<file path="src/rtl/wb_port_arbiter.sv">
// Register-file write-port arbiter: in-order writeback has priority, MUL/DIV
// results queue in a small compacting FIFO and drain into idle slots. A wait
// counter forces the FIFO head through by stalling writeback for one cycle.
module wb_port_arbiter #(
    parameter int DATA_WIDTH = 32,
    parameter int DEPTH      = 2,
    parameter int MAX_WAIT   = 4
) (
    input  logic                  clk,
    input  logic                  rst,
    input  logic                  RegWriteW,
    input  logic [4:0]            RdW,
    input  logic [DATA_WIDTH-1:0] ResultW,
    input  logic                  MValid,
    input  logic [4:0]            MRd,
    input  logic [DATA_WIDTH-1:0] MResult,
    output logic                  MReady,
    output logic                  WE3,
    output logic [4:0]            A3,
    output logic [DATA_WIDTH-1:0] WD3,
    output logic                  StallW,
    output logic [31:0]           PendingMask
);

    localparam int CW = $clog2(DEPTH + 1);
    localparam int WW = $clog2(MAX_WAIT + 1);

    typedef enum logic [2:0] {
        G_NONE,
        G_FORCE,
        G_PIPE,
        G_DRAIN,
        G_BYPASS
    } grant_t;

    // FIFO is kept compacted: valid entries always occupy slots 0..count-1,
    // slot 0 is the head. Killed entries vanish during compaction, so a pop
    // never spends a write slot on a dead entry.
    logic [DEPTH-1:0]      ent_valid;
    logic [4:0]            ent_rd   [DEPTH];
    logic [DATA_WIDTH-1:0] ent_data [DEPTH];
    logic [CW-1:0]         count;
    logic [WW-1:0]         wait_cnt;

    logic [DEPTH-1:0]      nxt_valid;
    logic [4:0]            nxt_rd   [DEPTH];
    logic [DATA_WIDTH-1:0] nxt_data [DEPTH];
    logic [CW-1:0]         nxt_count;
    logic [WW-1:0]         nxt_wait;

    grant_t                grant;
    logic                  pw;
    logic                  nonempty;
    logic                  accept;
    logic                  acc_wr;
    logic                  push;
    logic [DEPTH-1:0]      keep;

    // Request decode and write-port grant, priority ordered
    always_comb begin
        pw       = RegWriteW && (RdW != 5'd0);
        nonempty = (count != '0);
        MReady   = (count < CW'(DEPTH)) && !rst;
        accept   = MValid && MReady;
        acc_wr   = accept && (MRd != 5'd0);
        if (rst)
            grant = G_NONE;
        else if (nonempty && pw && (wait_cnt == WW'(MAX_WAIT)))
            grant = G_FORCE;
        else if (pw)
            grant = G_PIPE;
        else if (nonempty)
            grant = G_DRAIN;
        else if (acc_wr)
            grant = G_BYPASS;
        else
            grant = G_NONE;
    end

    // Write-port outputs driven from the grant
    always_comb begin
        WE3    = 1'b0;
        A3     = '0;
        WD3    = '0;
        StallW = 1'b0;
        case (grant)
            G_FORCE: begin
                WE3    = 1'b1;
                A3     = ent_rd[0];
                WD3    = ent_data[0];
                StallW = 1'b1;
            end
            G_PIPE: begin
                WE3 = 1'b1;
                A3  = RdW;
                WD3 = ResultW;
            end
            G_DRAIN: begin
                WE3 = 1'b1;
                A3  = ent_rd[0];
                WD3 = ent_data[0];
            end
            G_BYPASS: begin
                WE3 = 1'b1;
                A3  = MRd;
                WD3 = MResult;
            end
            default: ;
        endcase
    end

    // Pending-destination mask from registered FIFO contents
    always_comb begin
        PendingMask = '0;
        for (int unsigned i = 0; i < DEPTH; i++) begin
            if (ent_valid[i] && !rst)
                PendingMask[ent_rd[i]] = 1'b1;
        end
    end

    // Next FIFO contents: kill/pop, compact survivors, append accepted result
    always_comb begin
        int unsigned n;
        nxt_valid = '0;
        for (int unsigned j = 0; j < DEPTH; j++) begin
            nxt_rd[j]   = '0;
            nxt_data[j] = '0;
        end
        for (int unsigned i = 0; i < DEPTH; i++) begin
            keep[i] = ent_valid[i];
            if (grant == G_PIPE && ent_rd[i] == RdW)
                keep[i] = 1'b0;
        end
        if (grant == G_FORCE || grant == G_DRAIN)
            keep[0] = 1'b0;

        n = 0;
        for (int unsigned i = 0; i < DEPTH; i++) begin
            if (keep[i]) begin
                for (int unsigned j = 0; j < DEPTH; j++) begin
                    if (j == n) begin
                        nxt_valid[j] = 1'b1;
                        nxt_rd[j]    = ent_rd[i];
                        nxt_data[j]  = ent_data[i];
                    end
                end
                n = n + 1;
            end
        end

        // The pipeline write to the same register in this cycle is newer
        push = acc_wr && (grant != G_BYPASS) &&
               !(grant == G_PIPE && MRd == RdW);
        for (int unsigned j = 0; j < DEPTH; j++) begin
            if (push && j == n) begin
                nxt_valid[j] = 1'b1;
                nxt_rd[j]    = MRd;
                nxt_data[j]  = MResult;
            end
        end
        nxt_count = CW'(n + (push ? 1 : 0));

        nxt_wait = '0;
        if (grant == G_PIPE && n != 0)
            nxt_wait = (wait_cnt == WW'(MAX_WAIT)) ? wait_cnt : wait_cnt + 1'b1;
    end

    // State registers with synchronous reset
    always_ff @(posedge clk) begin
        if (rst) begin
            ent_valid <= '0;
            count     <= '0;
            wait_cnt  <= '0;
            for (int unsigned j = 0; j < DEPTH; j++) begin
                ent_rd[j]   <= '0;
                ent_data[j] <= '0;
            end
        end else begin
            ent_valid <= nxt_valid;
            ent_rd    <= nxt_rd;
            ent_data  <= nxt_data;
            count     <= nxt_count;
            wait_cnt  <= nxt_wait;
        end
    end

endmodule

</file>
<file path="config.mk">
export PLATFORM = sky130hd
export DESIGN_NAME = wb_port_arbiter
export DESIGN_NICKNAME = d
export VERILOG_FILES = /design/src/rtl/wb_port_arbiter.sv
export SDC_FILE = /design/constraint.sdc
export NUM_CORES = 1
export LEC_CHECK = 0
export BUFFER_PORTS_ARGS = -buffer_cell sky130_fd_sc_hd__clkbuf_2
export CORE_ASPECT_RATIO = 1.25
export CORE_MARGIN = 2
export CORE_UTILIZATION = 53
export CTS_CLUSTER_SIZE = 40
export DETAILED_ROUTE_END_ITERATION = 10
export PLACE_DENSITY_LB_ADDON = 0.12
export SETUP_SLACK_MARGIN = 0.3
export SLEW_MARGIN = 20
export SYNTH_ARGS = -nofsm -noshare
export SYNTH_HDL_FRONTEND = slang
export SYNTH_SLANG_ARGS = --single-unit
</file>
<file path="constraint.sdc">
create_clock -name clk -period 4.6 [get_ports clk]
set_input_delay 0.46 -clock clk [delete_from_list [all_inputs] [get_ports clk]]
set_output_delay 0.46 -clock clk [all_outputs]
set_load 0.05 [all_outputs]
</file>
### Word level (Yosys, flattened, before mapping)

Index checks and enable logic that the tools add are counted.
Widths: inputs -> output; s select.

* bits in registers: 81

* magnitude comparators: 5
* reductions and logical operators: 30
* $add $sub $neg: 3
* bitwise logic cells: 2
* muxes and demuxes: 39
* equality and inequality tests: 12

Operator list (count)
* $mux 32: 8
* $pmux 32 s3: 1
* $eq 1x32->1 const A: 2
* $logic_not 32->1: 2
* $mux 64: 1
* $add 32x1->32 const B: 1
* $or 32x32->32: 1
* $reduce_bool 32->1: 1
* $mux 5: 5
* $logic_and 1x1->1: 18
* $eq 5x5->1: 3
* $mux 3: 5
* $pmux 5 s3: 1
* $mux 1: 14
* $lt 5x6->1 const B: 2
* $demux 1 s5: 2
* $ge 5x1->1 const B: 2
* $mux 10: 1
* $reduce_bool 5->1: 2
* $eq 3x2->1 const B: 2
* $eq 3x3->1 const B: 2
* $reduce_or 2->1: 2
* $reduce_or 4->1: 1
* $add 3x1->3 const B: 1
* other kinds (10): 11

### Longest topological paths before layout

Gate-level depths: netlist (run 1).

* depth after elaboration: 20
* gate-level depth with buffers: 17
* depth with buffers taken out: 13

### Least setup slack after synthesis (run 1)

No wires, ideal clock.

* path kind: input to register
* start: input port RdW[0]
* end: register (tool-made name)
* arrival time: 3.309 ns
* setup time: 0.091 ns
* setup slack: 1.200 ns
* cell stages on the path: 13
* cell sequence: clkbuf_1 -> o21ai_4 -> or2_2 -> o211ai_1 -> clkbuf_1 -> buf_2 -> ha_1 -> inv_1 -> or4_4 -> buf_6 -> buf_6 -> a21boi_0 -> a311oi_1

RTL lines
* start: declaration: line 12 `input logic [4:0] RdW,`

==> reports/results.txt, run 1 <==
Clock Path Buffers: 2
Synth unique cells: 40
Clk sinks: 80
Syn Area/Cell: 7.47 sq um
Mean number of vias per cell: 6.14
Top-Level Pins: 150
TritonCTS clock tree: built
Clock-pin transition on the worst setup and hold timing paths: 0.06 ns
Hold violation total from the final report: 0
Critical path endpoint category: flop
Maximum clock frequency: 261 MHz
Data required time of the critical path: 4.82 ns
Power density of the placed cells: 299 nW/um^2
Maximum level of the CTS H-tree: 3
Sequential element share of the synthesized area: 31.0%
Total count of max-transition violations in the final report: 0
Path category of the worst min-delay check: in2reg
Fraction of post-synthesis cell area in the top cell type by area: 31.0%
Mean routed wirelength per cell: 16.2 um
IO Port Bufs: 149
Overall global routing resource usage: 27.5%
Clock Skew: 0.00916 ns
Largest net degree at the start of global routing: 86
Clk_lat worst skew: 0.33 ns
Via count of the first global-routing pass: 5,066
Worst max-slew margin expressed relative to the limit: 38.1%
Setup repair after global routing missed its margin: no
Post-detailed-route DRC marker count: 0
Number of antenna cells inserted: 0
Biggest area consumer among synthesized cells: sky130_fd_sc_hd__dfxtp_1
Final number of setup-violating endpoints: 0
DR pass1 iterations: 9
Post-synthesis instance area: 5160 sq um
Most instantiated flip-flop cell in the synthesis netlist: sky130_fd_sc_hd__dfxtp_1
Tcrit/Tclk final: 83.2%
NumNets Final: 873
Transition time at the pin with the least slew margin: 0.926 ns
Max-capacitance violation count: 0
Clock buffers created by TritonCTS: 9
Outcome: complete, no violations
Post CTS Setup Buffer Count: 0
Max FO, Critical Path: 75
Post-route setup TNS: 0 ns
Share of layout cells above drive strength 1: 25.3%
Via count of the routed design: 5,639
Post-detailed-placement half-perimeter wirelength: 9.42 mm
Yosys warnings: 0
Floorplan Core Area: 9560 sq um
Min Hold Slack: 0.426 ns
Tmin final: 3.83 ns
Leak pwr: 2.71 nW
Total number of placement rows: 40
Count of flip-flops with a built-in enable after synthesis: 0
Number of standard cells after synthesis: 691
Remaining antenna violation count: 0
Number of nets produced by synthesis: 776
Placer congestion estimate: 0.903
Arr. time, crit path: 4.04 ns
Critical path start-end classification: reg2reg
Starting utilization of the core area: 54.0%
Height of the chip: 114 um
Detailed router's first-iteration violation count: 615
PostCTS Resize Cnt: 0
Wire length of the first global-routing pass: 24.2 mm
Biggest area contributors in the synthesized netlist: sky130_fd_sc_hd__dfxtp_1, sky130_fd_sc_hd__nor2_1, sky130_fd_sc_hd__a222oi_1
Overall die area: 10,500 sq um
Share of async-settable or async-resettable flops after synthesis: 0%
Initial antenna violation count: 0
X dimension of the die: 92.3 um
Kind of start point of the critical path: flop
Congestion Overflow GR: 0
Post-synthesis to final-layout area growth: 20.7%
Cell with the most instances after synthesis: sky130_fd_sc_hd__nor2_1
Top cell types by occurrence after synthesis: sky130_fd_sc_hd__nor2_1, sky130_fd_sc_hd__dfxtp_1, sky130_fd_sc_hd__clkbuf_1
Root Driver: sky130_fd_sc_hd__clkbuf_16
Peak supply drop: 0.239 mV
Total wire length: 14.8 mm
Post-cts hold buffer count: 0
Number of synthesized register bits: 80
-- per-stage QoR --
step	worst slack [ns]	area, sq um	total power, mW	instances	util [%]
6_report	0.775	6230	1.86	919	65.1
5_1_grt	0.506	6230	1.93	919	65.1
4_1_cts	0.777	6230	1.87	919	65.1
3_5_place_dp	0.804	5880	1.05	903	61.5
3_3_place_gp	0.973	5880	1.04	903	61.5
2_1_floorplan	1.20	5160	0.952	691	-
-- per-layer routing --
metal / global-route usage, % / wire length [um]
met5: 0 / 0
met3: 3.49 / 940
met1: 35.3 / 6250
met2: 48.2 / 7460
met4: 8.76 / 196
-- worst paths after layout --
check,from,end,slack [ns],depth (start not counted)
min reg2reg,ent_data[9],ent_data[9],0.49,2
min,MResult[21],flop,0.43,3
max reg2reg,wait_cnt[0],flop,0.77,12
max,wait_cnt[0],flop,0.77,12
-- kinds of logic after synthesis --
kind of cell	after synthesis	share of synthesized area [%]
flops	80	31.0
mux	1	0.194
compound gates	190	28.0
simple gates	281	27.3
xor+xnor	16	2.72
fa+ha+maj	7	1.84
buf+inv	116	8.97
-- report_power, final --
group | total, mW | switching (mW) | internal, mW
combinational | 0.312 | 0.214 | 0.0979
clock | 0.823 | 0.288 | 0.534
sequential | 0.726 | 0.0165 | 0.709
-- worst max-delay path: stages, from the launching register on --
cell and delay (ns):
sky130_fd_sc_hd__dfxtp_1 0.38, sky130_fd_sc_hd__inv_1 0.06, sky130_fd_sc_hd__ha_1 0.20, sky130_fd_sc_hd__nand2_1 0.20
sky130_fd_sc_hd__o21bai_1 0.20, sky130_fd_sc_hd__or2_2 0.37, sky130_fd_sc_hd__o211ai_1 0.28, sky130_fd_sc_hd__buf_4 0.28
sky130_fd_sc_hd__ha_1 0.24, sky130_fd_sc_hd__inv_1 0.06, sky130_fd_sc_hd__or4_4 0.86, sky130_fd_sc_hd__a21boi_0 0.24
sky130_fd_sc_hd__a311oi_1 0.33
-- layout make-up --
class / count / area, sq um
Clock inverter: 6 / 115
Clock buffer: 10 / 229
Multi-Input combinational cell: 495 / 3130
Timing Repair Buffer: 159 / 833
Fill cell: 851 / 3330
Sequential cell: 80 / 1600
Inverter: 43 / 161
Tap cell: 126 / 158
-- layout by cell type (no fill, tap or decap), drive strengths merged --
master	instances
a21boi	37
a21oi	38
a222oi	37
a311oi	37
and2	1
buf	10
bufinv	3
clkbuf	159
clkinvlp	1
dfxtp	80
fa	1
ha	6
inv	45
mux2i	1
nand2	46
nand2b	2
nand3	42
nand3b	7
nand4b	2
nor2	122
nor2b	3
nor3	5
nor4	2
o211ai	2
o21a	1
o21ai	3
o21bai	2
o22ai	32
o41ai	1
or2	1
or3	4
or3b	41
or4	3
xnor2	13
xor2	3
Power figures use the tool's default switching activity.
==> inputs of run 2 (changes only) <==
Clock period 4.6 ns to 3.7 ns, I/O delays scaled along.
==> run 2 against run 1 <==
  * Combinational power increased by 29%
  * Clock power up 8.6%
  * Count of clock-buffer cells in the layout grew 1
  * Critical path type unchanged
  * Hold slack lost 0.097 ns
  * Sequential power rose by 24%
  * Register-to-register slack worse by 0.38 ns
  * Maximum frequency is 16% higher
==> reports/results.txt, run 2 (synthesized netlist as in run 1, its figures left out) <==
Most frequent cells in the layout: sky130_fd_sc_hd__clkbuf_2, sky130_fd_sc_hd__nor2_1, sky130_fd_sc_hd__dfxtp_1
Post-route standard cell area excluding fillers: 6260 sq um
Min Hold Slack: 0.328 ns
Arr. time, crit path: 3.53 ns
Post-detailed-placement half-perimeter wirelength: 9.54 mm
Max FO, Critical Path: 10
Floorplan Core Area: 9560 sq um
Setup repair after global routing missed its margin: yes
Tmin final: 3.30 ns
Initial antenna violation count: 0
Transition time at the pin with the least slew margin: 0.984 ns
Starting utilization of the core area: 54.0%
Outcome: complete, no violations
Post-cts hold buffer count: 0
NumNets Final: 882
Most common library cell in the layout ignoring fill and taps: sky130_fd_sc_hd__clkbuf_2
Fill cell count: 869
Wire length of the first global-routing pass: 24.3 mm
Max-capacitance violation count: 0
Maximum clock frequency: 303 MHz
Post-route setup TNS: 0 ns
Total placed instance area: 5910 sq um
Clock-pin transition on the worst setup and hold timing paths: 0.06 ns
Number of stages on the worst hold path: 3
Number of antenna cells inserted: 0
Critical path endpoint category: flop
Total number of placement rows: 40
Height of the chip: 114 um
Post-detailed-route DRC marker count: 0
Tcrit/Tclk final: 89.2%
Top-Level Pins: 150
X dimension of the die: 92.3 um
Total count of max-transition violations in the final report: 0
Via count of the first global-routing pass: 5,066
Non-filler instance count after layout: 928
Overall die area: 10,500 sq um
Via count of the routed design: 5,723
Remaining antenna violation count: 0
Placed Instances: 907
Total wire length: 15.9 mm
Mean routed wirelength per cell: 17.1 um
Worst reg2reg path depth: 11
Clock Skew: 0.00621 ns
Placer congestion estimate: 0.921
Final number of setup-violating endpoints: 0
Overall global routing resource usage: 27.9%
Clk_lat worst skew: 0.33 ns
Mean number of vias per cell: 6.17
Congestion Overflow GR: 0
Leak pwr: 2.73 nW
Post-synthesis to final-layout area growth: 21.3%
Clock Path Buffers: 2
Root Driver: sky130_fd_sc_hd__clkbuf_16
Data required time of the critical path: 3.93 ns
Share of layout cells above drive strength 1: 26.2%
Critical path start-end classification: reg2reg
Detailed router's first-iteration violation count: 668
IO Port Bufs: 149
Worst max-slew margin expressed relative to the limit: 33.8%
Overall power of the completed layout: 2.20 mW
Peak supply drop: 0.257 mV
TritonCTS clock tree: built
Largest net degree at the start of global routing: 76
Clock buffers created by TritonCTS: 9
Clk sinks: 80
Path category of the worst min-delay check: in2reg
Kind of start point of the critical path: flop
Power density of the placed cells: 351 nW/um^2
Hold violation total from the final report: 0
Maximum level of the CTS H-tree: 3
DR pass1 iterations: 6
## run 2: routing by layer
layer	up-vias	wire [um]	part of all wire [%]	track usage (%)
li1	2737	-	-	-
met1	2690	6710	42	37.4
met2	272	7680	48	46.9
met3	24	1260	7.9	3.82
met4	0	213	1.3	8.26
met5	-	0	0	0
## run 2: layout make-up
type / count / area [sq um] / share of cell area, %
Multi-Input combinational cell: 498 / 3160 / 50.5
Timing Repair Buffer: 165 / 878 / 14.0
Clock buffer: 11 / 243 / 3.88
Sequential cell: 80 / 1600 / 25.6
Clock inverter: 5 / 56.3 / 0.899
Inverter: 43 / 161 / 2.58
Tap cell: 126 / 158 / 2.52
## run 2: power by group
part | internal (mW) | total [mW] | switching [mW]
combinational | 0.127 | 0.404 | 0.278
sequential | 0.882 | 0.902 | 0.0202
clock | 0.540 | 0.894 | 0.354
## run 2: metrics by stage
stage,worst slack [ns],util [%]
3_5_place_dp,0.234,61.9
6_report,0.399,65.5
5_1_grt,0.260,65.5
2_1_floorplan,0.301,-
4_1_cts,0.349,65.1
3_3_place_gp,0.410,61.9
## run 2: worst paths after layout
path                      from    to  slack (ns)
hold / removal      MResult[7]  flop        0.33
setup / recovery   wait_cnt[0]  flop        0.40
hold reg to reg   ent_data[15]  flop        0.48
setup reg to reg   wait_cnt[0]  flop        0.40
## run 2: worst max-delay path: stages (launching register included)
cell and delay, ns:
sky130_fd_sc_hd__dfxtp_1 0.37, sky130_fd_sc_hd__inv_1 0.06, sky130_fd_sc_hd__ha_1 0.20, sky130_fd_sc_hd__nand2_1 0.17, sky130_fd_sc_hd__o21bai_1 0.19, sky130_fd_sc_hd__or2_2 0.36
sky130_fd_sc_hd__o211ai_1 0.28, sky130_fd_sc_hd__ha_1 0.27, sky130_fd_sc_hd__inv_1 0.13, sky130_fd_sc_hd__or4_4 0.67, sky130_fd_sc_hd__a21boi_0 0.17, sky130_fd_sc_hd__a311oi_1 0.33
## run 2: timing repair
| action | in CTS | in global routing |
|---|---|---|
| endpoints found under the setup margin | 35 | 37 |
| pin swaps | 1 | 4 |
| cloned | 1 | 2 |
| buffers inserted | 0 | 2 |
| gates resized for setup | 1 | 2 |
==> inputs of run 3 (changes only) <==
Settings changed: CORE_UTILIZATION 53 to 52.
Clock period 3.7 ns to 4.25 ns, I/O delays scaled along.
==> run 3 against run 2 <==
  * Combinational power fell by 16%
  * Die area rose by 1.8%
  * Global-route usage fell by 1.2 points
  * Clock skew rose by 0.0027 ns
  * Sequential share of layout area rose by 0.45 points
  * Cell count fell by 1.1%
  * First-iteration DRC count fell by 28%
  * Utilization fell by 1.8 points
==> reports/results.txt, run 3 (synthesized netlist as in run 1, its figures left out) <==
Post-synthesis to final-layout area growth: 19.2%
Via count of the routed design: 5,584
DR pass1 iterations: 6
Data required time of the critical path: 4.48 ns
Total number of placement rows: 40
Maximum clock frequency: 271 MHz
Clock Skew: 0.00895 ns
Floorplan Core Area: 9660 sq um
Peak supply drop: 0.268 mV
Post-route setup TNS: 0 ns
IO Port Bufs: 149
Final number of setup-violating endpoints: 0
Root Driver: sky130_fd_sc_hd__clkbuf_16
Placer congestion estimate: 0.842
Critical path endpoint category: flop
Mean number of vias per cell: 6.08
Initial antenna violation count: 0
Post-route standard cell area excluding fillers: 6150 sq um
Power density of the placed cells: 304 nW/um^2
Leak pwr: 2.68 nW
Detailed router's first-iteration violation count: 479
Wire length of the first global-routing pass: 23.6 mm
Total wire length: 14.7 mm
Setup slack of the most critical reg-to-reg path: 0.56 ns
X dimension of the die: 93.1 um
Post-detailed-route DRC marker count: 0
Worst reg2reg path depth: 12
Largest net degree at the start of global routing: 84
Outcome: complete, no violations
Tmin final: 3.69 ns
Post CTS Setup Buffer Count: 0
Kind of start point of the critical path: flop
Total placed instance area: 5860 sq um
Share of layout cells above drive strength 1: 25.5%
Clock buffers created by TritonCTS: 9
Number of stages on the worst hold path: 3
Final Core Density: 63.7%
Most frequent cells in the layout: sky130_fd_sc_hd__clkbuf_2, sky130_fd_sc_hd__nor2_1, sky130_fd_sc_hd__dfxtp_1
Congestion Overflow GR: 0
Tcrit/Tclk final: 86.9%
Pre-CTS worst setup slack: 0.518 ns
Number of antenna cells inserted: 0
Slack of the critical path: 0.556 ns
Hold violation total from the final report: 0
Maximum level of the CTS H-tree: 3
Arr. time, crit path: 3.93 ns
Height of the chip: 115 um
Remaining antenna violation count: 0
Transition time at the pin with the least slew margin: 0.931 ns
Clock-pin transition on the worst setup and hold timing paths: 0.07 ns
Launch instance of the worst min-delay path: MResult[5]
Post-detailed-placement half-perimeter wirelength: 9.32 mm
Clock Path Buffers: 2
Starting utilization of the core area: 53.4%
Path category of the worst min-delay check: in2reg
Clk_lat worst skew: 0.34 ns
NumNets Final: 872
Worst max-slew margin expressed relative to the limit: 37.8%
Overall die area: 10,700 sq um
Max-capacitance violation count: 0
Fill cell count: 864
Setup repair after global routing missed its margin: no
Top-Level Pins: 150
Critical path start-end classification: reg2reg
Overall global routing resource usage: 26.7%
TritonCTS clock tree: built
Mean routed wirelength per cell: 16.0 um
Most common library cell in the layout ignoring fill and taps: sky130_fd_sc_hd__clkbuf_2
Source of the worst register-to-register timing path: wait_cnt[0]
Max FO, Critical Path: 75
Via count of the first global-routing pass: 4,957
Clk sinks: 80
Total count of max-transition violations in the final report: 0
run 3: cell types whose count changed in the layout (fill, tap and decap cells not counted):
cell	before	now
sky130_fd_sc_hd__bufinv_16	1	0
sky130_fd_sc_hd__inv_8	0	2
sky130_fd_sc_hd__clkbuf_8	1	0
sky130_fd_sc_hd__buf_12	1	0
sky130_fd_sc_hd__clkinv_4	1	2
sky130_fd_sc_hd__ha_2	0	1
sky130_fd_sc_hd__clkinvlp_4	1	0
sky130_fd_sc_hd__clkbuf_1	1	0
sky130_fd_sc_hd__inv_6	0	2
sky130_fd_sc_hd__or4_4	5	2
sky130_fd_sc_hd__ha_1	5	4
sky130_fd_sc_hd__clkinv_2	2	1
sky130_fd_sc_hd__buf_4	15	9
run 3: critical path: stages (launching register included):
cell,delay (ns)
sky130_fd_sc_hd__dfxtp_1,0.38
sky130_fd_sc_hd__inv_1,0.06
sky130_fd_sc_hd__ha_1,0.21
sky130_fd_sc_hd__nand2_1,0.19
sky130_fd_sc_hd__o21bai_1,0.19
sky130_fd_sc_hd__or2_2,0.36
sky130_fd_sc_hd__o211ai_1,0.18
sky130_fd_sc_hd__buf_4,0.25
sky130_fd_sc_hd__ha_1,0.25
sky130_fd_sc_hd__inv_1,0.06
sky130_fd_sc_hd__or4_4,0.85
sky130_fd_sc_hd__a21boi_0,0.24
sky130_fd_sc_hd__a311oi_1,0.32
run 3: how the worst max path moves through the flow:
stage / depth (start not counted) / end / start / slack, ns
global route: 12 / flop / wait_cnt[0] / 0.31
CTS: 10 / flop / wait_cnt[0] / 0.57
floorplan: 15 / flop / wait_cnt[0] / 0.85
global placement: 11 / flop / RdW[1] / 0.66
finish: 12 / flop / wait_cnt[0] / 0.56
detailed placement: 11 / flop / RdW[1] / 0.52
run 3: cell type report:
type / count / area, sq um / share of cell area, %
Clock buffer: 9 / 225 / 3.66
Multi-Input combinational cell: 495 / 3130 / 50.9
Sequential cell: 80 / 1600 / 26.0
Inverter: 43 / 161 / 2.62
Tap cell: 126 / 158 / 2.56
Timing Repair Buffer: 158 / 813 / 13.2
Clock inverter: 7 / 62.6 / 1.02
run 3: where the power goes:
part           total [mW]  internal, mW  switching [mW]
logic               0.339         0.106           0.233
registers           0.784         0.767          0.0171
clock network       0.747         0.409           0.338
total                1.87          1.28           0.588
run 3: through the flow:
stage,hold slack (ns),power (mW),std cells
floorplan,0.458,1.03,691
global placement,0.467,1.13,902
detailed placement,0.476,1.14,902
CTS,0.375,1.88,918
global route,0.373,1.94,918
finish,0.382,1.87,918
run 3: repair_timing:
| action | CTS | global route |
|---|---|---|
| setup endpoints to repair | 0 | 1 |
| hold buffers | 0 | 0 |
| gates resized for setup | 0 | 1 |
run 3: routing by layer:
metal | wire length, um | share of wire [%] | track usage (%) | vias to the layer above
met5 | 0 | 0 | 0 | -
met4 | 277 | 1.9 | 9.61 | 0
met3 | 919 | 6.2 | 3.21 | 25
met2 | 7220 | 49 | 45.2 | 213
met1 | 6310 | 43 | 35.1 | 2635
li1 | - | - | - | 2711
